File: src/rtl/nand_flash_ctrl_if.sv
// ----------------------------------------------------------------------------
// nand_flash_ctrl_if
// Host-side command/response bundle for nand_flash_ctrl.
//   cmd_valid/cmd_ready : command handshake (accept on valid && ready)
//   cmd_op              : 00 read, 01 write, 10 erase, 11 reserved
//   cmd_addr/cmd_wdata  : command address and write data
//   rsp_valid           : one-cycle response pulse, no backpressure
//   rsp_rdata/rsp_err   : response data and error flag (qualified by rsp_valid)
//   busy                : controller not in IDLE
// master modport = system logic issuing commands, slave modport = controller.
// ----------------------------------------------------------------------------
interface nand_flash_ctrl_if #(
   parameter int ADDR_W = 8,
   parameter int DATA_W = 8
);
   logic              cmd_valid;
   logic              cmd_ready;
   logic [1:0]        cmd_op;
   logic [ADDR_W-1:0] cmd_addr;
   logic [DATA_W-1:0] cmd_wdata;
   logic              rsp_valid;
   logic [DATA_W-1:0] rsp_rdata;
   logic              rsp_err;
   logic              busy;

   modport master (
      output cmd_valid, cmd_op, cmd_addr, cmd_wdata,
      input  cmd_ready, rsp_valid, rsp_rdata, rsp_err, busy
   );

   modport slave (
      input  cmd_valid, cmd_op, cmd_addr, cmd_wdata,
      output cmd_ready, rsp_valid, rsp_rdata, rsp_err, busy
   );
endinterface

File: src/rtl/nand_flash_ctrl.sv
// ----------------------------------------------------------------------------
// nand_flash_ctrl
// Sequences read / write / full-array erase commands onto a single-port NAND
// array whose data_out is registered (read data appears one cycle after
// mem_re). One command in flight at a time; one-cycle response per command.
//
// Ports:
//   clk, rst_n   : clock (rising edge), asynchronous active-low reset
//   host         : nand_flash_ctrl_if.slave command/response bundle
//   mem_we       : array write strobe
//   mem_re       : array read strobe
//   mem_erase    : array full erase strobe
//   mem_addr     : array address (latched on accept)
//   mem_wdata    : array write data (latched on accept)
//   mem_rdata    : array data_out
//
// Optional feature macro: NAND_CTRL_VERIFY_EN
//   When defined, each write is read back (VFY_ISSUE/VFY_CAP) and rsp_err
//   flags a read-back that differs from the written data.
// ----------------------------------------------------------------------------
module nand_flash_ctrl #(
   parameter int ADDR_W     = 8,
   parameter int DATA_W     = 8,
   parameter int ERASE_WAIT = 4
) (
   input  logic              clk,
   input  logic              rst_n,
   nand_flash_ctrl_if.slave  host,
   output logic              mem_we,
   output logic              mem_re,
   output logic              mem_erase,
   output logic [ADDR_W-1:0] mem_addr,
   output logic [DATA_W-1:0] mem_wdata,
   input  logic [DATA_W-1:0] mem_rdata
);

   localparam logic [1:0] OP_READ  = 2'b00;
   localparam logic [1:0] OP_WRITE = 2'b01;
   localparam logic [1:0] OP_ERASE = 2'b10;

   localparam logic [7:0] ERASE_WAIT_C = 8'(ERASE_WAIT);

   typedef enum logic [3:0] {
      ST_IDLE     = 4'd0,
      ST_RD_ISSUE = 4'd1,
      ST_RD_CAP   = 4'd2,
      ST_WR       = 4'd3,
`ifdef NAND_CTRL_VERIFY_EN
      ST_VFY_ISSUE = 4'd4,
      ST_VFY_CAP   = 4'd5,
`endif
      ST_ER_PULSE = 4'd6,
      ST_ER_WAIT  = 4'd7,
      ST_RESP     = 4'd8
   } state_t;

   state_t            state_r;
   logic [ADDR_W-1:0] mem_addr_r;
   logic [DATA_W-1:0] mem_wdata_r;
   logic [DATA_W-1:0] rsp_rdata_r;
   logic              rsp_err_r;
   logic [7:0]        erase_cnt_r;

   // Control FSM: command accept, strobe sequencing, response data capture.
   always_ff @(posedge clk or negedge rst_n) begin
      if (!rst_n) begin
         state_r     <= ST_IDLE;
         mem_addr_r  <= '0;
         mem_wdata_r <= '0;
         rsp_rdata_r <= '0;
         rsp_err_r   <= 1'b0;
         erase_cnt_r <= 8'd0;
      end else begin
         case (state_r)
            ST_IDLE: begin
               // cmd_ready is exactly "state is IDLE", so valid alone accepts here.
               if (host.cmd_valid) begin
                  mem_addr_r  <= host.cmd_addr;
                  mem_wdata_r <= host.cmd_wdata;
                  case (host.cmd_op)
                     OP_READ: begin
                        rsp_err_r <= 1'b0;
                        state_r   <= ST_RD_ISSUE;
                     end
                     OP_WRITE: begin
                        rsp_rdata_r <= '0;
                        rsp_err_r   <= 1'b0;
                        state_r     <= ST_WR;
                     end
                     OP_ERASE: begin
                        rsp_rdata_r <= '0;
                        rsp_err_r   <= 1'b0;
                        state_r     <= ST_ER_PULSE;
                     end
                     default: begin
                        // Reserved opcode: no array access, respond with error.
                        rsp_rdata_r <= '0;
                        rsp_err_r   <= 1'b1;
                        state_r     <= ST_RESP;
                     end
                  endcase
               end else begin
                  state_r <= ST_IDLE;
               end
            end
            ST_RD_ISSUE: begin
               state_r <= ST_RD_CAP;
            end
            ST_RD_CAP: begin
               // Array output register now holds the addressed word.
               rsp_rdata_r <= mem_rdata;
               state_r     <= ST_RESP;
            end
            ST_WR: begin
`ifdef NAND_CTRL_VERIFY_EN
               state_r <= ST_VFY_ISSUE;
`else
               state_r <= ST_RESP;
`endif
            end
`ifdef NAND_CTRL_VERIFY_EN
            ST_VFY_ISSUE: begin
               state_r <= ST_VFY_CAP;
            end
            ST_VFY_CAP: begin
               rsp_rdata_r <= mem_rdata;
               rsp_err_r   <= (mem_rdata != mem_wdata_r);
               state_r     <= ST_RESP;
            end
`endif
            ST_ER_PULSE: begin
               erase_cnt_r <= ERASE_WAIT_C;
               state_r     <= ST_ER_WAIT;
            end
            ST_ER_WAIT: begin
               // Counter starts at ERASE_WAIT on the first wait cycle, so
               // leaving when it reads 1 gives exactly ERASE_WAIT wait cycles.
               if (erase_cnt_r <= 8'd1) begin
                  erase_cnt_r <= 8'd0;
                  state_r     <= ST_RESP;
               end else begin
                  erase_cnt_r <= erase_cnt_r - 8'd1;
                  state_r     <= ST_ER_WAIT;
               end
            end
            ST_RESP: begin
               state_r <= ST_IDLE;
            end
            default: begin
               state_r <= ST_IDLE;
            end
         endcase
      end
   end

   // Strobes and handshake are decoded from the state register so that they
   // fall together with the asynchronous reset and are mutually exclusive.
   assign mem_we    = (state_r == ST_WR);
`ifdef NAND_CTRL_VERIFY_EN
   assign mem_re    = (state_r == ST_RD_ISSUE) || (state_r == ST_VFY_ISSUE);
`else
   assign mem_re    = (state_r == ST_RD_ISSUE);
`endif
   assign mem_erase = (state_r == ST_ER_PULSE);
   assign mem_addr  = mem_addr_r;
   assign mem_wdata = mem_wdata_r;

   assign host.cmd_ready = (state_r == ST_IDLE);
   assign host.busy      = (state_r != ST_IDLE);
   assign host.rsp_valid = (state_r == ST_RESP);
   assign host.rsp_rdata = rsp_rdata_r;
   assign host.rsp_err   = rsp_err_r;

endmodule
File: src/flat_wrapper.sv
// flat-port wrapper written by rule: the top's interface ports become plain ports
module nand_flash_ctrl_flat 
#(
   parameter int ADDR_W     = 8,
   parameter int DATA_W     = 8,
   parameter int ERASE_WAIT = 4
)
  (clk, rst_n, mem_we, mem_re, mem_erase, mem_addr, mem_wdata, mem_rdata, host_cmd_valid, host_cmd_op, host_cmd_addr, host_cmd_wdata, host_cmd_ready, host_rsp_valid, host_rsp_rdata, host_rsp_err, host_busy);
  nand_flash_ctrl_if #(.ADDR_W(ADDR_W), .DATA_W(DATA_W)) host_i ();
  input  logic clk;
  input  logic rst_n;
  output logic mem_we;
  output logic mem_re;
  output logic mem_erase;
  output logic [ADDR_W-1:0] mem_addr;
  output logic [DATA_W-1:0] mem_wdata;
  input  logic [DATA_W-1:0] mem_rdata;
  input wire logic [$bits(host_i.cmd_valid)-1:0] host_cmd_valid;
  input wire logic [$bits(host_i.cmd_op)-1:0] host_cmd_op;
  input wire logic [$bits(host_i.cmd_addr)-1:0] host_cmd_addr;
  input wire logic [$bits(host_i.cmd_wdata)-1:0] host_cmd_wdata;
  output wire logic [$bits(host_i.cmd_ready)-1:0] host_cmd_ready;
  output wire logic [$bits(host_i.rsp_valid)-1:0] host_rsp_valid;
  output wire logic [$bits(host_i.rsp_rdata)-1:0] host_rsp_rdata;
  output wire logic [$bits(host_i.rsp_err)-1:0] host_rsp_err;
  output wire logic [$bits(host_i.busy)-1:0] host_busy;
  assign host_i.cmd_valid = host_cmd_valid;
  assign host_i.cmd_op = host_cmd_op;
  assign host_i.cmd_addr = host_cmd_addr;
  assign host_i.cmd_wdata = host_cmd_wdata;
  assign host_cmd_ready = host_i.cmd_ready;
  assign host_rsp_valid = host_i.rsp_valid;
  assign host_rsp_rdata = host_i.rsp_rdata;
  assign host_rsp_err = host_i.rsp_err;
  assign host_busy = host_i.busy;
  nand_flash_ctrl #(.ADDR_W(ADDR_W), .DATA_W(DATA_W), .ERASE_WAIT(ERASE_WAIT)) u_core (.clk(clk), .rst_n(rst_n), .host(host_i), .mem_we(mem_we), .mem_re(mem_re), .mem_erase(mem_erase), .mem_addr(mem_addr), .mem_wdata(mem_wdata), .mem_rdata(mem_rdata));
endmodule
File: config.mk
export PLATFORM = sky130hd
export DESIGN_NAME = nand_flash_ctrl_flat
export DESIGN_NICKNAME = d
export VERILOG_FILES = /design/src/rtl/nand_flash_ctrl_if.sv /design/src/rtl/nand_flash_ctrl.sv /design/src/flat_wrapper.sv
export SDC_FILE = /design/constraint.sdc
export NUM_CORES = 1
export LEC_CHECK = 0
export ABC_AREA = 1
export BUFFER_PORTS_ARGS = -buffer_cell sky130_fd_sc_hd__buf_2
export CAP_MARGIN = 15
export CORE_MARGIN = 4
export CORE_UTILIZATION = 48
export CTS_CLUSTER_SIZE = 12
export DETAILED_ROUTE_END_ITERATION = 8
export GPL_TIMING_DRIVEN = 0
export PLACE_DENSITY = 0.77
export SLEW_MARGIN = 20
export SYNTH_ARGS = -nofsm -noshare
export SYNTH_HDL_FRONTEND = slang
export SYNTH_SLANG_ARGS = --single-unit
File: constraint.sdc
create_clock -name clk -period 2.45 [get_ports clk]
set_input_delay 0.1225 -clock clk [delete_from_list [all_inputs] [get_ports clk]]
set_output_delay 0.1225 -clock clk [all_outputs]
set_load 0.05 [all_outputs]
==> impl_metrics.json, run 1 <==
{
  "sequential_cell_area_um2": 926,
  "postRouteAntennaNets": 0,
  "maximum_number_of_pins_on_one_net_before_global_route_repair": 38,
  "core_area_um2": 3440,
  "layout-drive-gt1-share_pct": 27.7,
  "die_w_um": 68.8,
  "yosysSeqAreaShare_pct": 52.1,
  "min-delay-path-class": "in -> reg",
  "cts-htree-levels": 2,
  "critPathCaptureType": "output port",
  "multiInputGateArea_um2": 721,
  "ant_diodes": 0,
  "maxSlewHeadroom_pct": 46.1,
  "rows": 21,
  "netlist_area_before_placement_um2": 1780,
  "grt_util_all_layers_pct": 16.8,
  "worst_pin_slew_ps": 808,
  "synth.avg_cell_area_um2": 8.03,
  "number_of_top_level_pins": 60,
  "die_area_um2": 4740,
  "achievable-frequency_ghz": 0.647,
  "worstSetupPathType": "reg -> out",
  "drt_first_iter_violations": 72,
  "worstReg2RegStart": "u_core.erase_cnt_r[0]",
  "number_of_nets_in_the_finished_design": 323,
  "layout.cells.most_common_list": "101 x sky130_fd_sc_hd__nand2_1, 59 x sky130_fd_sc_hd__buf_2, 37 x sky130_fd_sc_hd__dfrtp_1",
  "clock_sinks": 37,
  "finalWirelength_mm": 3.64,
  "gp_routability_congestion": 0.714,
  "dr.pass1.iters": 4,
  "clock_insertion_delay_worst_skew_ps": 280,
  "crit_start": "u_core.state_r[3]",
  "yosysWarningCount": 0,
  "grt_pass1_vias": 1385,
  "via_count": 1532,
  "origin_of_the_worst_min_delay_path": "host_cmd_wdata[4]",
  "tritoncts_clock_tree": "yes",
  "critical_path_peak_fanout": 9,
  "fin_setup_tns_ps": 0,
  "detail_route.drc_violations": 0,
  "syn_to_final_growth_pct": 27.0,
  "post-layout-total-power_mw": 3.27,
  "layoutNonFillerInstCount": 335,
  "worstPathRequired_ps": 2330,
  "root_cell_of_the_clock_tree": "sky130_fd_sc_hd__clkbuf_8",
  "min_period_over_period_pct": 63.1,
  "start_util_pct": 51.6,
  "syn-num-nets": 256,
  "synthCells": 221,
  "final.min_clock_period_ps": 1550,
  "timing.final.setup_violations": 0,
  "placed_cells": 326,
  "route.detailed.vias_per_inst": 4.57,
  "grt_setup_unrepaired": "false",
  "dp_hpwl_mm": 2.80,
  "post-cts-setup-buffer-count": 0,
  "global_route_wire_length_before_repair_mm": 5.87,
  "gr-total-overflow": 0,
  "timing.final.max_slew_violations": 0,
  "peakVddDrop_mv": 0.737,
  "cellLeakagePower_nw": 1.33,
  "pd_cells_nw_per_um2": 1450,
  "finalHoldViolations": 0,
  "synthDistinctLibCells": 19,
  "clk_pin_slew_worst_paths_ps": 70,
  "start_kind": "flop",
  "run_status": "finished, final reports clean",
  "worst-endpoint-arrival_ps": 1420,
  "cts_buffers": 5,
  "numPortBuffers": 59,
  "max_capacitance_violation_count": 0,
  "die_h_um": 68.8,
  "layout.cells.most_common": "sky130_fd_sc_hd__nand2_1",
  "layout.filler_cells": 312,
  "final_core_util_pct": 65.5,
  "wire_per_inst_um": 10.9,
  "synth.ff_latch_count": 37,
  "antenna_violations_before_repair": 0,
  "final.setup_skew_ps": 3.07,
  "clock_path_buffers": 2
}
-- worst max-delay path, stage by stage (launching register included) --
cell and delay, ps:
sky130_fd_sc_hd__dfrtp_1 410, sky130_fd_sc_hd__inv_1 120, sky130_fd_sc_hd__nand3_4 140, sky130_fd_sc_hd__nor2_1 170
sky130_fd_sc_hd__buf_2 290
-- stage by stage --
step | setup slack, ps | area, um2 | hold WS [ps]
2_1_floorplan | 310 | 1780 | -173
3_3_place_gp | 1090 | 2130 | 262
3_5_place_dp | 1070 | 2130 | 256
4_1_cts | 882 | 2250 | 23.0
5_1_grt | 794 | 2250 | 33.9
6_report | 905 | 2250 | 32.4
-- area by class of cell --
| type | instances | share of cell area, % |
|---|---|---|
| Tap cell | 46 | 2.55 |
| Clock buffer | 7 | 3.83 |
| Multi-Input combinational cell | 156 | 32.0 |
| Timing Repair Buffer | 60 | 13.5 |
| Inverter | 24 | 4.05 |
| Clock inverter | 1 | 1.33 |
| Sequential cell | 37 | 41.1 |
| Buffer | 4 | 1.66 |
-- flip-flops by register name (all words and copies together), names as in the netlist --
name / cells
u_core.host.rsp_err: 1
u_core.erase_cnt_r: 8
u_core.mem_wdata: 8
u_core.host.rsp_rdata: 8
u_core.mem_addr: 8
u_core.state_r: 4
-- path summary, 6_finish.rpt --
kind	slack (ps)	to	cells after the start
min reg2reg	470	u_core.mem_addr[5]	2
min	30	u_core.mem_wdata[4]	3
max reg2reg	1060	u_core.state_r[2]	7
max in group asynchronous	1470	u_core.host.rsp_rdata[4]	2
max	900	mem_erase	4
min in group asynchronous	470	u_core.erase_cnt_r[5]	2
-- per-layer routing --
| metal | global-route usage [%] | share of wire (%) |
|---|---|---|
| met2 | 27.3 | 49 |
| met1 | 20.4 | 42 |
| met4 | 8.27 | 2.0 |
| met5 | 0 | 0 |
| met3 | 4.70 | 7.1 |
-- cells by family (layout without fill, tap and decap cells) --
group | count (synthesis) | count (layout) | synth area share [%]
and+or+nand+nor | 143 | 143 | 34.4
DFF | 37 | 37 | 52.1
buffers and inverters | 28 | 96 | 7.26
AOI/OAI and AO/OA | 7 | 7 | 1.97
adders and majority gates | 6 | 6 | 4.23
-- repair_timing --
item / in CTS / in global routing
hold buffers: 1 / 0
gates resized for setup: 0 / 0
endpoints found under the hold margin: 37 / 0
-- synth_stat cells --
cell type | count | area [um2]
sky130_fd_sc_hd__nor4_1 | 1 | 6.26
sky130_fd_sc_hd__buf_4 | 2 | 15.0
sky130_fd_sc_hd__nand3_2 | 1 | 10.0
sky130_fd_sc_hd__buf_6 | 2 | 22.5
sky130_fd_sc_hd__inv_2 | 1 | 3.75
sky130_fd_sc_hd__nand2_1 | 101 | 379
sky130_fd_sc_hd__nor2_4 | 2 | 22.5
sky130_fd_sc_hd__inv_1 | 22 | 82.6
sky130_fd_sc_hd__o21ai_0 | 6 | 30.0
sky130_fd_sc_hd__nor2_2 | 2 | 12.5
sky130_fd_sc_hd__nand3_4 | 1 | 17.5
sky130_fd_sc_hd__nand2_2 | 2 | 12.5
sky130_fd_sc_hd__ha_1 | 6 | 75.1
sky130_fd_sc_hd__o21ai_1 | 1 | 5.00
sky130_fd_sc_hd__dfrtp_1 | 37 | 926
sky130_fd_sc_hd__clkinv_2 | 1 | 5.00
sky130_fd_sc_hd__nor2_1 | 13 | 48.8
sky130_fd_sc_hd__nand3_1 | 19 | 95.1
sky130_fd_sc_hd__nand4_1 | 1 | 6.26
-- where the power goes --
group / internal (mW) / switching [mW] / leakage [nW]
Combinational: 0.426 / 1.34 / 0.789
Clock: 0.332 / 0.203 / 0.0585
Sequential: 0.833 / 0.128 / 0.479
(Power assumes the default switching activity.)
==> inputs of run 2 (changes only) <==
==> constraint.sdc (replaced) <==
create_clock -name clk -period 1.44 [get_ports clk]
set_input_delay 0.072 -clock clk [delete_from_list [all_inputs] [get_ports clk]]
set_output_delay 0.072 -clock clk [all_outputs]
set_load 0.05 [all_outputs]
==> impl_metrics.json, run 2 (synthesis gave the netlist of run 1 again) <==
{
  "clock_path_buffers": 2,
  "clock_sinks": 37,
  "worst_pin_slew_ps": 820,
  "pd_cells_nw_per_um2": 2240,
  "final_core_util_pct": 74.8,
  "hold-path-endpoint": "u_core.state_r[2]",
  "worst_path_max_delay_cell": "sky130_fd_sc_hd__dfrtp_1",
  "maximum_number_of_pins_on_one_net_before_global_route_repair": 38,
  "clock_insertion_delay_worst_skew_ps": 290,
  "cts-htree-levels": 2,
  "antenna_violations_before_repair": 0,
  "timing.rr.end": "u_core.host.rsp_rdata[3]",
  "r2r_cells": 6,
  "grt_util_all_layers_pct": 21.7,
  "worstReg2RegStart": "u_core.state_r[0]",
  "layoutNonFillerInstCount": 361,
  "clk_pin_slew_worst_paths_ps": 70,
  "critical_path_peak_fanout": 9,
  "syn_to_final_growth_pct": 45.0,
  "root_cell_of_the_clock_tree": "sky130_fd_sc_hd__clkbuf_8",
  "placed_cells": 326,
  "layout-drive-gt1-share_pct": 30.5,
  "achievable-frequency_ghz": 0.731,
  "start_kind": "flop",
  "die_w_um": 68.8,
  "timing.final.ws_setup_ps": 71.8,
  "drt_first_iter_violations": 145,
  "crit_chain": "inv_1 -> nand3_4 -> nor2_4 -> buf_6",
  "core_area_um2": 3440,
  "worstSetupPathType": "reg -> out",
  "wire_per_inst_um": 12.8,
  "final.min_clock_period_ps": 1370,
  "dp_hpwl_mm": 2.96,
  "layout.cells.most_common": "sky130_fd_sc_hd__nand2_1",
  "postRouteAntennaNets": 0,
  "finalWirelength_mm": 4.61,
  "start_util_pct": 51.6,
  "grt_setup_unrepaired": "true",
  "number_of_nets_in_the_finished_design": 350,
  "whs_path_depth": 4,
  "cts_buffers": 5,
  "gr-total-overflow": 0,
  "final.setup_skew_ps": 7.62,
  "via_count": 1709,
  "detail_route.drc_violations": 0,
  "worst-r2r-setup-slack_ps": 80,
  "grt_pass1_vias": 1694,
  "die_h_um": 68.8,
  "global_route_wire_length_before_repair_mm": 7.53,
  "route.detailed.vias_per_inst": 4.73,
  "layout.cells.most_common_list": "100 x sky130_fd_sc_hd__nand2_1, 54 x sky130_fd_sc_hd__buf_2, 35 x sky130_fd_sc_hd__dfrtp_1",
  "min_period_over_period_pct": 95.0,
  "cellLeakagePower_nw": 1.44,
  "dr.pass1.iters": 4,
  "critPathCaptureType": "output port",
  "ant_diodes": 0,
  "gp_routability_congestion": 0.725,
  "tritoncts_clock_tree": "yes",
  "origin_of_the_worst_min_delay_path": "host_cmd_op[1]",
  "die_area_um2": 4740,
  "number_of_top_level_pins": 60,
  "worst_path_largest_cell_delay_ps": 410,
  "max_capacitance_violation_count": 0,
  "worstPathRequired_ps": 1370,
  "timing.final.max_slew_violations": 0,
  "worst-endpoint-arrival_ps": 1300,
  "maxSlewHeadroom_pct": 45.4,
  "numPortBuffers": 59,
  "timing.final.setup_violations": 0,
  "dpl_worst_slack_ps": 53.2,
  "finalHoldViolations": 0,
  "min-delay-path-class": "in -> reg",
  "rows": 21,
  "peakVddDrop_mv": 1.48,
  "run_status": "finished, final reports clean"
}
run 2: cell count changes in the layout (fill, tap and decap cells not counted), moves of 3 or more:
cell	delta
sky130_fd_sc_hd__nor2_1	-4
sky130_fd_sc_hd__dlygate4sd3_1	+24
sky130_fd_sc_hd__buf_4	+5
sky130_fd_sc_hd__inv_1	-3
sky130_fd_sc_hd__buf_2	-5
run 2: critical path: cells and delay by family (launching register included):
kind	cells	cell delay [ps]
flip-flops	1	410
buffers and inverters	2	300
AND/OR/NAND/NOR	2	300
run 2: per-layer routing:
metal	global-route usage, %	part of all wire [%]	wire length [um]	up-vias
met5	0	0	0	-
met4	8.03	1.5	70	0
met3	4.86	5.2	238	8
met2	39.0	54	2510	47
met1	25.2	39	1790	791
li1	-	-	-	863
run 2: worst max path at each step:
| stage | slack, ps | endpoint | from |
|---|---|---|---|
| final | 70 | mem_erase | u_core.state_r[3] |
| after global routing | -5 | mem_erase | u_core.state_r[3] |
| after global placement | 70 | u_core.state_r[2] | u_core.erase_cnt_r[0] |
| after floorplan | -80 | host_rsp_valid | u_core.state_r[1] |
| after CTS | 1 | mem_re | u_core.state_r[2] |
| after detailed placement | 50 | u_core.erase_cnt_r[1] | u_core.erase_cnt_r[0] |
run 2: area by class of cell:
class	count	area, um2
inverter	24	93.8
tap	46	57.6
clock inverter	2	35.0
clock buffer	5	68.8
buffer	4	37.5
fill	273	867
multi-input combinational	156	766
sequential	37	928
timing repair buffer	87	588
run 2: where the power goes:
group / internal (mW) / total (mW) / leakage, nW / switching [mW]
clock: 0.503 / 0.860 / 0.0540 / 0.357
combinational: 0.846 / 3.26 / 0.909 / 2.41
sequential: 1.42 / 1.66 / 0.476 / 0.237
total: 2.77 / 5.77 / 1.44 / 3.00
run 2: timing repair:
item                                   in CTS  in global routing
endpoints found under the hold margin      61                  0
hold buffers                               25                  0
setup buffers                               0                  3
pin swaps                                   0                  3
setup endpoints to repair                   2                 22
resized for setup                           2                 23
run 2: stage by stage:
step                TNS, ps  hold WS [ps]  total power [mW]  cell area [um2]
floorplan             -75.2          -224              4.02             1780
global placement          0           213              4.65             2140
detailed placement        0           218              4.73             2140
CTS                       0           187              5.66             2500
global route          -6.41           211              6.16             2570
finish                    0           199              5.77             2570
